### config.mk
export PLATFORM = sky130hd
export DESIGN_NAME = cordic_iter_ctrl
export DESIGN_NICKNAME = d
export VERILOG_FILES = /design/src/rtl/cordic_pkg.sv /design/src/rtl/get_radian.sv /design/src/rtl/cordic_iter_ctrl.sv
export SDC_FILE = /design/constraint.sdc
export NUM_CORES = 1
export LEC_CHECK = 0
export ABC_AREA = 1
export CAP_MARGIN = 20
export CORE_MARGIN = 2
export CORE_UTILIZATION = 40
export CTS_BUF_LIST = sky130_fd_sc_hd__clkbuf_16
export DETAILED_ROUTE_END_ITERATION = 10
export PLACE_DENSITY = 0.68
export RECOVER_POWER = 25
export SYNTH_ARGS = -nofsm -noshare
export SYNTH_HDL_FRONTEND = slang
export SYNTH_SLANG_ARGS = --single-unit
### constraint.sdc
create_clock -name clk -period 4.75 [get_ports clk]
set_input_delay 1.425 -clock clk [delete_from_list [all_inputs] [get_ports clk]]
set_output_delay 1.425 -clock clk [all_outputs]
set_load 0.005 [all_outputs]
### src/rtl/cordic_pkg.sv
// rtl/cordic_pkg.sv - shared CORDIC widths, constants and FSM state type
package cordic_pkg;

  localparam int CORDIC_W     = 28;
  localparam int CORDIC_ITERS = 28;

  // Q3.W constants (W = 28)
  localparam logic signed [CORDIC_W+2:0] CORDIC_K       = 31'sd163008219;
  localparam logic signed [CORDIC_W+2:0] CORDIC_PI      = 31'sd843314857;
  localparam logic signed [CORDIC_W+2:0] CORDIC_PI_HALF = 31'sd421657428;

  typedef enum logic [1:0] {
    ST_IDLE = 2'd0,
    ST_ITER = 2'd1,
    ST_DONE = 2'd2
  } cordic_state_t;

endpackage

### src/rtl/get_radian.sv
// rtl/get_radian.sv - arctangent ROM, atan(2^-addr) in unsigned Q0.W
module get_radian #(
  parameter int W = 28
) (
  input  logic [4:0]   addr,
  output logic [W-1:0] atan
);

  // Table entries are round(atan(2^-i) * 2^28); addresses past the table read zero
  always_comb begin
    atan = '0;
    case (addr)
      5'd0:  atan = W'(210828714);
      5'd1:  atan = W'(124459457);
      5'd2:  atan = W'(65760959);
      5'd3:  atan = W'(33381290);
      5'd4:  atan = W'(16755422);
      5'd5:  atan = W'(8385879);
      5'd6:  atan = W'(4193963);
      5'd7:  atan = W'(2097109);
      5'd8:  atan = W'(1048571);
      5'd9:  atan = W'(524287);
      5'd10: atan = W'(262144);
      5'd11: atan = W'(131072);
      5'd12: atan = W'(65536);
      5'd13: atan = W'(32768);
      5'd14: atan = W'(16384);
      5'd15: atan = W'(8192);
      5'd16: atan = W'(4096);
      5'd17: atan = W'(2048);
      5'd18: atan = W'(1024);
      5'd19: atan = W'(512);
      5'd20: atan = W'(256);
      5'd21: atan = W'(128);
      5'd22: atan = W'(64);
      5'd23: atan = W'(32);
      5'd24: atan = W'(16);
      5'd25: atan = W'(8);
      5'd26: atan = W'(4);
      5'd27: atan = W'(2);
      default: atan = '0;
    endcase
  end

endmodule

### src/rtl/cordic_iter_ctrl.sv
// rtl/cordic_iter_ctrl.sv - iterative rotation-mode CORDIC, optional quadrant fold via CORDIC_QUAD_FOLD_EN
module cordic_iter_ctrl
  import cordic_pkg::*;
#(
  parameter int ITERS = CORDIC_ITERS,
  parameter int W     = CORDIC_W
) (
  input  logic                clk,
  input  logic                rst_n,
  input  logic                in_valid,
  output logic                in_ready,
  input  logic signed [W+2:0] angle_in,
  output logic                out_valid,
  input  logic                out_ready,
  output logic signed [W+1:0] cos_out,
  output logic signed [W+1:0] sin_out,
  output logic                busy
);

  localparam logic [4:0] LAST_I = 5'(ITERS - 1);

  cordic_state_t       state;
  logic [4:0]          i;
  logic signed [W+1:0] x;
  logic signed [W+1:0] y;
  logic signed [W+2:0] z;

  logic [W-1:0]        atan_raw;
  logic signed [W+2:0] atan_ext;
  logic signed [W+1:0] x_sh;
  logic signed [W+1:0] y_sh;
  logic signed [W+1:0] x_nxt;
  logic signed [W+1:0] y_nxt;
  logic signed [W+2:0] z_nxt;
  logic signed [W+2:0] z_init;

  // ROM is addressed directly by the iteration counter
  get_radian #(.W(W)) u_atan (
    .addr (i),
    .atan (atan_raw)
  );

  // One micro-rotation: direction follows the sign of the residual angle
  always_comb begin
    atan_ext = {3'b000, atan_raw};
    x_sh     = x >>> i;
    y_sh     = y >>> i;
    if (!z[W+2]) begin
      x_nxt = x - y_sh;
      y_nxt = y + x_sh;
      z_nxt = z - atan_ext;
    end else begin
      x_nxt = x + y_sh;
      y_nxt = y - x_sh;
      z_nxt = z + atan_ext;
    end
  end

`ifdef CORDIC_QUAD_FOLD_EN
  localparam logic signed [W+2:0] PI_W      = CORDIC_PI[W+2:0];
  localparam logic signed [W+2:0] PI_HALF_W = CORDIC_PI_HALF[W+2:0];

  logic neg;
  logic neg_init;

  // Fold outer quadrants into the convergence range; result is negated later
  always_comb begin
    z_init   = angle_in;
    neg_init = 1'b0;
    if (angle_in > PI_HALF_W) begin
      z_init   = angle_in - PI_W;
      neg_init = 1'b1;
    end else if (angle_in < -PI_HALF_W) begin
      z_init   = angle_in + PI_W;
      neg_init = 1'b1;
    end
  end

  // Drive results only while valid, undoing the fold when it was applied
  always_comb begin
    cos_out = '0;
    sin_out = '0;
    if (out_valid) begin
      cos_out = neg ? -x : x;
      sin_out = neg ? -y : y;
    end
  end
`else
  // Angle enters the datapath unchanged
  always_comb begin
    z_init = angle_in;
  end

  // Drive results only while valid
  always_comb begin
    cos_out = '0;
    sin_out = '0;
    if (out_valid) begin
      cos_out = x;
      sin_out = y;
    end
  end
`endif

  // Control FSM with registered handshake and status outputs
  always_ff @(posedge clk or negedge rst_n) begin
    if (!rst_n) begin
      state     <= ST_IDLE;
      i         <= '0;
      x         <= '0;
      y         <= '0;
      z         <= '0;
      in_ready  <= 1'b1;
      out_valid <= 1'b0;
      busy      <= 1'b0;
`ifdef CORDIC_QUAD_FOLD_EN
      neg       <= 1'b0;
`endif
    end else begin
      case (state)
        ST_IDLE: begin
          if (in_valid) begin
            x        <= (W+2)'(CORDIC_K);
            y        <= '0;
            z        <= z_init;
            i        <= '0;
            in_ready <= 1'b0;
            busy     <= 1'b1;
            state    <= ST_ITER;
`ifdef CORDIC_QUAD_FOLD_EN
            neg      <= neg_init;
`endif
          end
        end
        ST_ITER: begin
          x <= x_nxt;
          y <= y_nxt;
          z <= z_nxt;
          if (i == LAST_I) begin
            out_valid <= 1'b1;
            state     <= ST_DONE;
          end else begin
            i <= i + 5'd1;
          end
        end
        ST_DONE: begin
          if (out_ready) begin
            out_valid <= 1'b0;
            in_ready  <= 1'b1;
            busy      <= 1'b0;
            state     <= ST_IDLE;
          end
        end
        default: begin
          state     <= ST_IDLE;
          in_ready  <= 1'b1;
          out_valid <= 1'b0;
          busy      <= 1'b0;
        end
      endcase
    end
  end

endmodule
# After elaboration in Yosys (flattened, before gate mapping)
# Memories as Yosys holds them, arrays and structs flattened.
# Index checks and enable logic that the tools add are counted.
# totals
out_inout_bits	63
inputBits	35
rom_bits	896
n_memories	1
reg_bits	101
# op_classes
n_shift	2
add_sub_neg	7
eq_ne	7
reduce_logical	7
muxes	26
bitwise	2
# memory_table
name	words	word_bits	read_ports	rd_ports_with_merged_regs	write_ports	line_no	source
(no name shown)	32	28	1	0	0	get_radian.sv:12	case (addr)
# ops
cell	n
2-to-1 mux 30 bit	6
one-hot mux 30 bit (2 select lines)	2
2-to-1 mux 31 bit	2
one-hot mux 31 bit (2 select lines)	1
adder 30 bit	2
>>> shifter 30 x 5 -> 30 bit	2
subtractor 30 bit	2
adder 31 x 29 -> 31 bit	1
subtractor 31 x 29 -> 31 bit	1
AND reduction 3 bit	4
2-to-1 mux 5 bit	2
one-hot mux 5 bit (2 select lines)	1
one-hot mux 1 bit (3 select lines)	3
!= test 2 bit (second input constant)	4
2-to-1 mux 2 bit	3
one-hot mux 2 bit (3 select lines)	1
adder 5 x 1 -> 5 bit (second input constant)	1
== test 5 bit (second input constant)	1
2-to-1 mux 1 bit	5
== test 2 x 1 -> 1 bit (second input constant)	1
== test 2 bit (second input constant)	1
logical NOT 2 bit	1
inverter 1 bit	2
AND reduction 2 bit	1
nonzero test 2 bit	1

# Depth between registers and ports, before layout
# logic_depth
word_depth	4
depth_mapped	35
depth_no_buf	33

# Cells and area by module
# From an unflattened synthesis, not the netlist that was laid out.
# unflattened
hier_cells	2711
hier_area_um2	15581.2
# modules_own_cells
module	area_each_um2	cells_per_inst	n_inst	seq_area_each_um2
cordic_iter_ctrl	14948.1	2585	1	2528.7
get_radian	633.1	126	1	0.0

# Least setup slack after synthesis
# OpenSTA, ideal clock, no wires.
# synth_path
kind	reg2reg
start	reg i[1]
end	reg z[26]
path_slack_ns	0.517
path_stages_with_launch	31
arrival_ns	4.151
path_cell_list	dfrtp_1 buf_4 inv_4 buf_6 buf_6 ha_1 nand2_1 a21oi_1 o21ai_0 inv_1 ha_1 nand4_1 nor2_1 nand2_1 nor2_1 nand2_1 nor2_2 inv_1 o21ai_1 o21ai_0 xor2_1 ha_1 nand2_1 nor3_1 and2_1 nand2_1 o211ai_1 a21o_1 xor2_1 o21ai_0 o21ai_0
# synth_via
elab_chain_cells	4
# synth_lines
element	line_no	source
start, declared	cordic_iter_ctrl.sv:23	logic [4:0] i;
start signal, assigned	cordic_iter_ctrl.sv:143	i <= i + 5'd1;
memory (32 x 28 bit) (*)	n/a	
subtractor 31 x 29 -> 31 bit or adder 31 x 29 -> 31 bit (tied branches)	cordic_iter_ctrl.sv:51, cordic_iter_ctrl.sv:55	
2-to-1 mux 31 bit (*)	cordic_iter_ctrl.sv:48	if (!z[W+2]) begin
one-hot mux 31 bit (2 select lines) (*)	cordic_iter_ctrl.sv:120	case (state)
end signal, assigned	cordic_iter_ctrl.sv:125	z <= z_init;
end signal, assigned	cordic_iter_ctrl.sv:138	z <= z_nxt;
end, declared	cordic_iter_ctrl.sv:26	logic signed [W+2:0] z;
# Every way passes the cells marked *; elsewhere a longest branch is shown, timed or not.
# A chain may end at the register's enable or synchronous reset.

# Worst setup path after layout
# layout_path
start	reg i[2]
end	reg x[29]
# layout_via
elab_chain_cells	4
# layout_lines
element	line_no	source
>>> shifter 30 x 5 -> 30 bit (*)	cordic_iter_ctrl.sv:47	y_sh = y >>> i;
subtractor 30 bit or adder 30 bit (tied branches)	cordic_iter_ctrl.sv:49, cordic_iter_ctrl.sv:53	
2-to-1 mux 30 bit (*)	cordic_iter_ctrl.sv:48	
one-hot mux 30 bit (2 select lines) (*)	cordic_iter_ctrl.sv:120	
end signal, assigned	cordic_iter_ctrl.sv:123	x <= (W+2)'(CORDIC_K);
end signal, assigned	cordic_iter_ctrl.sv:136	x <= x_nxt;
end, declared	cordic_iter_ctrl.sv:24	logic signed [W+1:0] x;
# Marked as above.

==> flow_metrics.py <==
metrics = {
    "run_status": {
        "outcome": "finished, violations left",
        "violations": "max-capacitance violations, max-slew violations",
    },
    "detailed_routing": {
        "ant_nets": 0,
        "route.vias.total": 17900,
        "drtIter0Drc": 1470,
        "first_pass_iters": 6,
        "mean_number_of_vias_per_cell": 5.51,
        "postRouteWirelength_mm": 58.4,
        "route.detailed.wl_per_inst_microns": 18.0,
        "drc": 0,
    },
    "floorplanning": {
        "chipWidth_microns": 201,
        "core_area_sq_mm": 0.0384,
        "floorplan.io_pins": 98,
        "initial_utilization_pct": 40.3,
        "std_cell_rows": 72,
        "die_area_sq_mm": 0.0402,
        "die_height_microns": 201,
    },
    "cts": {
        "clock_sink_total": 101,
        "worst_skew_pair.late_latency_ns": 0.42,
        "tritoncts_clock_tree": "built",
        "ctsLongestPathBuffers": 2,
        "root_buffer": "clkbuf_16",
        "clock_tree.htree_level_count": 3,
        "postCtsHoldBufs": 0,
        "clkSlewWorstSetupHoldPaths_ns": 0.08,
        "number_of_cts_inserted_buffers": 9,
    },
    "worst_setup_path": {
        "worst_path_largest_cell_delay_ns": 0.55,
        "required_ns": 5.04,
        "cp_slowest_cell": "dfrtp_4",
        "timing.critical_path.from_type": "register",
        "end_kind": "register",
        "timing.critical_path.buf_inv": 6,
        "critical_path.max_fanout": 23,
        "r2r_slack_ns": 0.32,
        "crit_family": "simple AND/OR/NAND/NOR gates",
        "crit_path_category": "reg2reg",
        "timing.critical_path.arrival_ns": 4.73,
        "cp_common_cell": "nand2_1",
    },
    "grt": {
        "globalRoute.totalOverflow": 0,
        "grt_antenna_before_repair": 0,
        "grt_util_all_layers_pct": 28.4,
        "via_count_of_the_first_global_routing_pass": 16900,
        "first_pass_grt_wire_length_mm": 90.8,
        "grt_max_degree": 78,
    },
    "place": {
        "dp_cells": 3213,
        "port_buffers": 97,
        "gpl.final_weighted_congestion": 0.965,
        "dp.final_hpwl_mm": 45.2,
    },
    "finish": {
        "mostFrequentLayoutCell": "nand2_1",
        "layout-drive-gt1-share_pct": 7.85,
        "mostFrequentLayoutCells": "nand2_1 (833), nand3_1 (291), inv_1 (285), nor2_1 (217)",
        "area_growth_pct": 14.7,
        "multi_input_gate_area_in_the_final_layout_sq_mm": 0.0114,
        "register_area_sq_mm": 0.00254,
        "num-fill-cells": 4179,
        "antenna-diode-count": 0,
        "number_of_standard_cells_in_the_layout_taps_in_and_fillers_out": 3244,
        "final_nets": 2871,
    },
    "synthesis": {
        "postSynth.asyncResetShare_pct": 100,
        "ys.flop_type": "dfrtp_1",
        "syn_avg_cell_area_sq_um": 5.85,
        "yosysTopAreaCellShare_pct": 20.2,
        "ys_warn_count": 0,
        "synth_cells": 2641,
        "synth_nets": 2791,
        "synth.ff_latch_count": 101,
        "synth.top_cells.by_area": "nand2_1 (20%), dfrtp_1 (16%), nand3_1 (9.5%), ha_1 (9.1%), inv_1 (6.9%)",
        "synth_top_cell_by_area": "nand2_1",
        "synth_cell_types": 59,
        "synth.cell_area_sq_mm": 0.0155,
        "count_of_flip_flops_with_a_built_in_enable_after_synthesis": 0,
        "synth.yosys.seq_area_share_pct": 16.4,
    },
    "timing": {
        "finalWorstPathRequiredPeriod_ns": 4.43,
        "worst-slew-pin-transition_ns": 1.64,
        "unrepaired_setup_endpoints_after_global_routing": "true",
        "maximum_operating_frequency_ghz": 0.226,
        "setup_viol_count_final": 0,
        "slew_headroom_pct": -9.46,
        "hold_fails_final_rpt": 0,
        "skew_ns": 0.0221,
        "final-max-slew-violation-count": 55,
        "layout_worst_path_cycle_share_pct": 93.3,
    },
    "flow_run": {
        "max_cap_viol_count": 1,
    },
    "hold_path": {
        "holdCritPathClass": "reg2reg",
    },
}
-- sequential cells by signal (all words and copies together), names as in the netlist --
name and flops:
busy 1, i 5, in_ready 1, out_valid 1, state 2, x 30
y 30, z 31
-- worst reg2reg max path: stages, from the launching register on --
cell,delay (ns)
dfrtp_4,0.55
inv_6,0.16
buf_16,0.19
nor2_1,0.10
buf_4,0.21
nand3_1,0.11
nand2_1,0.06
nor2_1,0.11
nand2_1,0.06
nand2_1,0.12
nand2_1,0.10
inv_2,0.07
nand2_1,0.14
nor2_2,0.19
nand3_1,0.18
o21ai_1,0.19
xor2_1,0.17
inv_1,0.09
ha_1,0.34
a21oi_1,0.23
o21ai_1,0.15
a221oi_2,0.28
o21a_1,0.16
nand2_1,0.12
inv_1,0.08
nand2_1,0.05
nand3_1,0.06
nand2_1,0.06
-- cell families (layout without fill, tap and decap cells) --
| logic type | after synthesis | after routing | share of synthesized area [%] |
|---|---|---|---|
| and+or+nand+nor | 1464 | 1464 | 40.1 |
| buffers and inverters | 402 | 487 | 11.1 |
| AOI/OAI and AO/OA | 441 | 441 | 16.3 |
| DFF | 101 | 101 | 16.4 |
| adders and majority gates | 115 | 115 | 9.45 |
| xor gates and xnor gates | 118 | 118 | 6.68 |
-- layout make-up --
cell class / count / area share (%)
tap: 518 / 3.65
inverter: 295 / 6.30
clock inverter: 7 / 0.374
sequential: 101 / 14.3
multi-input combinational: 2138 / 64.5
timing repair buffer: 176 / 9.56
clock buffer: 9 / 1.27
-- metal layers --
metal	vias up	share of wire (%)	track usage, %	wire length [microns]
met3	100	6.6	4.66	3870
met5	-	0	0	0
met4	0	3.0	8.92	1740
li1	8790	-	-	-
met2	631	46	47.7	26900
met1	8358	44	37.2	25900
-- timing repair --
item | CTS | global route
pin swaps | 0 | 13
gates resized for setup | 4 | 72
setup endpoints to repair | 4 | 46
setup buffers | 0 | 13
gates cloned | 0 | 2
-- stage by stage --
| stage | util, % | setup slack [ns] | setup TNS (ns) | hold WS [ns] | area (sq um) |
|---|---|---|---|---|---|
| after floorplan | - | 0.517 | 0 | 0.455 | 15500 |
| after global placement | 44.4 | -0.165 | -0.301 | 0.473 | 17000 |
| after detailed placement | 44.4 | -0.144 | -0.244 | 0.477 | 17000 |
| after CTS | 45.2 | -0.00424 | -0.00424 | 0.501 | 17400 |
| after global routing | 46.2 | -0.0458 | -0.128 | 0.525 | 17700 |
| final | 46.2 | 0.316 | 0 | 0.499 | 17700 |
-- worst paths after layout --
| path | startpoint | endpoint | depth (start not counted) |
|---|---|---|---|
| worst max-delay path | i[2]$_DFFE_PN0P_ | x[29]$_DFFE_PN0P_ | 27 |
| worst min-delay path | busy$_DFFE_PN0P_ | busy$_DFFE_PN0P_ | 2 |
| worst max register to register | i[2]$_DFFE_PN0P_ | x[29]$_DFFE_PN0P_ | 27 |
| worst min register to register | busy$_DFFE_PN0P_ | busy$_DFFE_PN0P_ | 2 |
| max in group asynchronous | rst_n | i[2]$_DFFE_PN0P_ | 2 |
| min in group asynchronous | rst_n | x[19]$_DFFE_PN0P_ | 1 |
-- synth_stat cells, types with 6 or more instances --
| master | n |
|---|---|
| nor4_1 | 7 |
| o211ai_1 | 29 |
| o21ai_0 | 157 |
| buf_1 | 7 |
| nor3_1 | 22 |
| xor2_1 | 67 |
| o21bai_1 | 6 |
| a21oi_1 | 150 |
| o221ai_1 | 8 |
| dfrtp_1 | 100 |
| nand2_1 | 834 |
| a21o_1 | 8 |
| clkbuf_1 | 45 |
| buf_2 | 28 |
| o31ai_1 | 6 |
| nand3_1 | 295 |
| or2_2 | 7 |
| buf_6 | 18 |
| nand3_2 | 6 |
| nand4_1 | 19 |
| nor2_2 | 14 |
| o22ai_1 | 13 |
| nor2_1 | 222 |
| xnor2_1 | 51 |
| buf_4 | 9 |
| a31oi_1 | 16 |
| ha_1 | 112 |
| nand2_2 | 19 |
| inv_1 | 286 |
| o21ai_1 | 14 |
| o21a_1 | 11 |
Power is not shown: default switching activity piles up to over one toggle a cycle in this logic, so the estimate is an artifact.
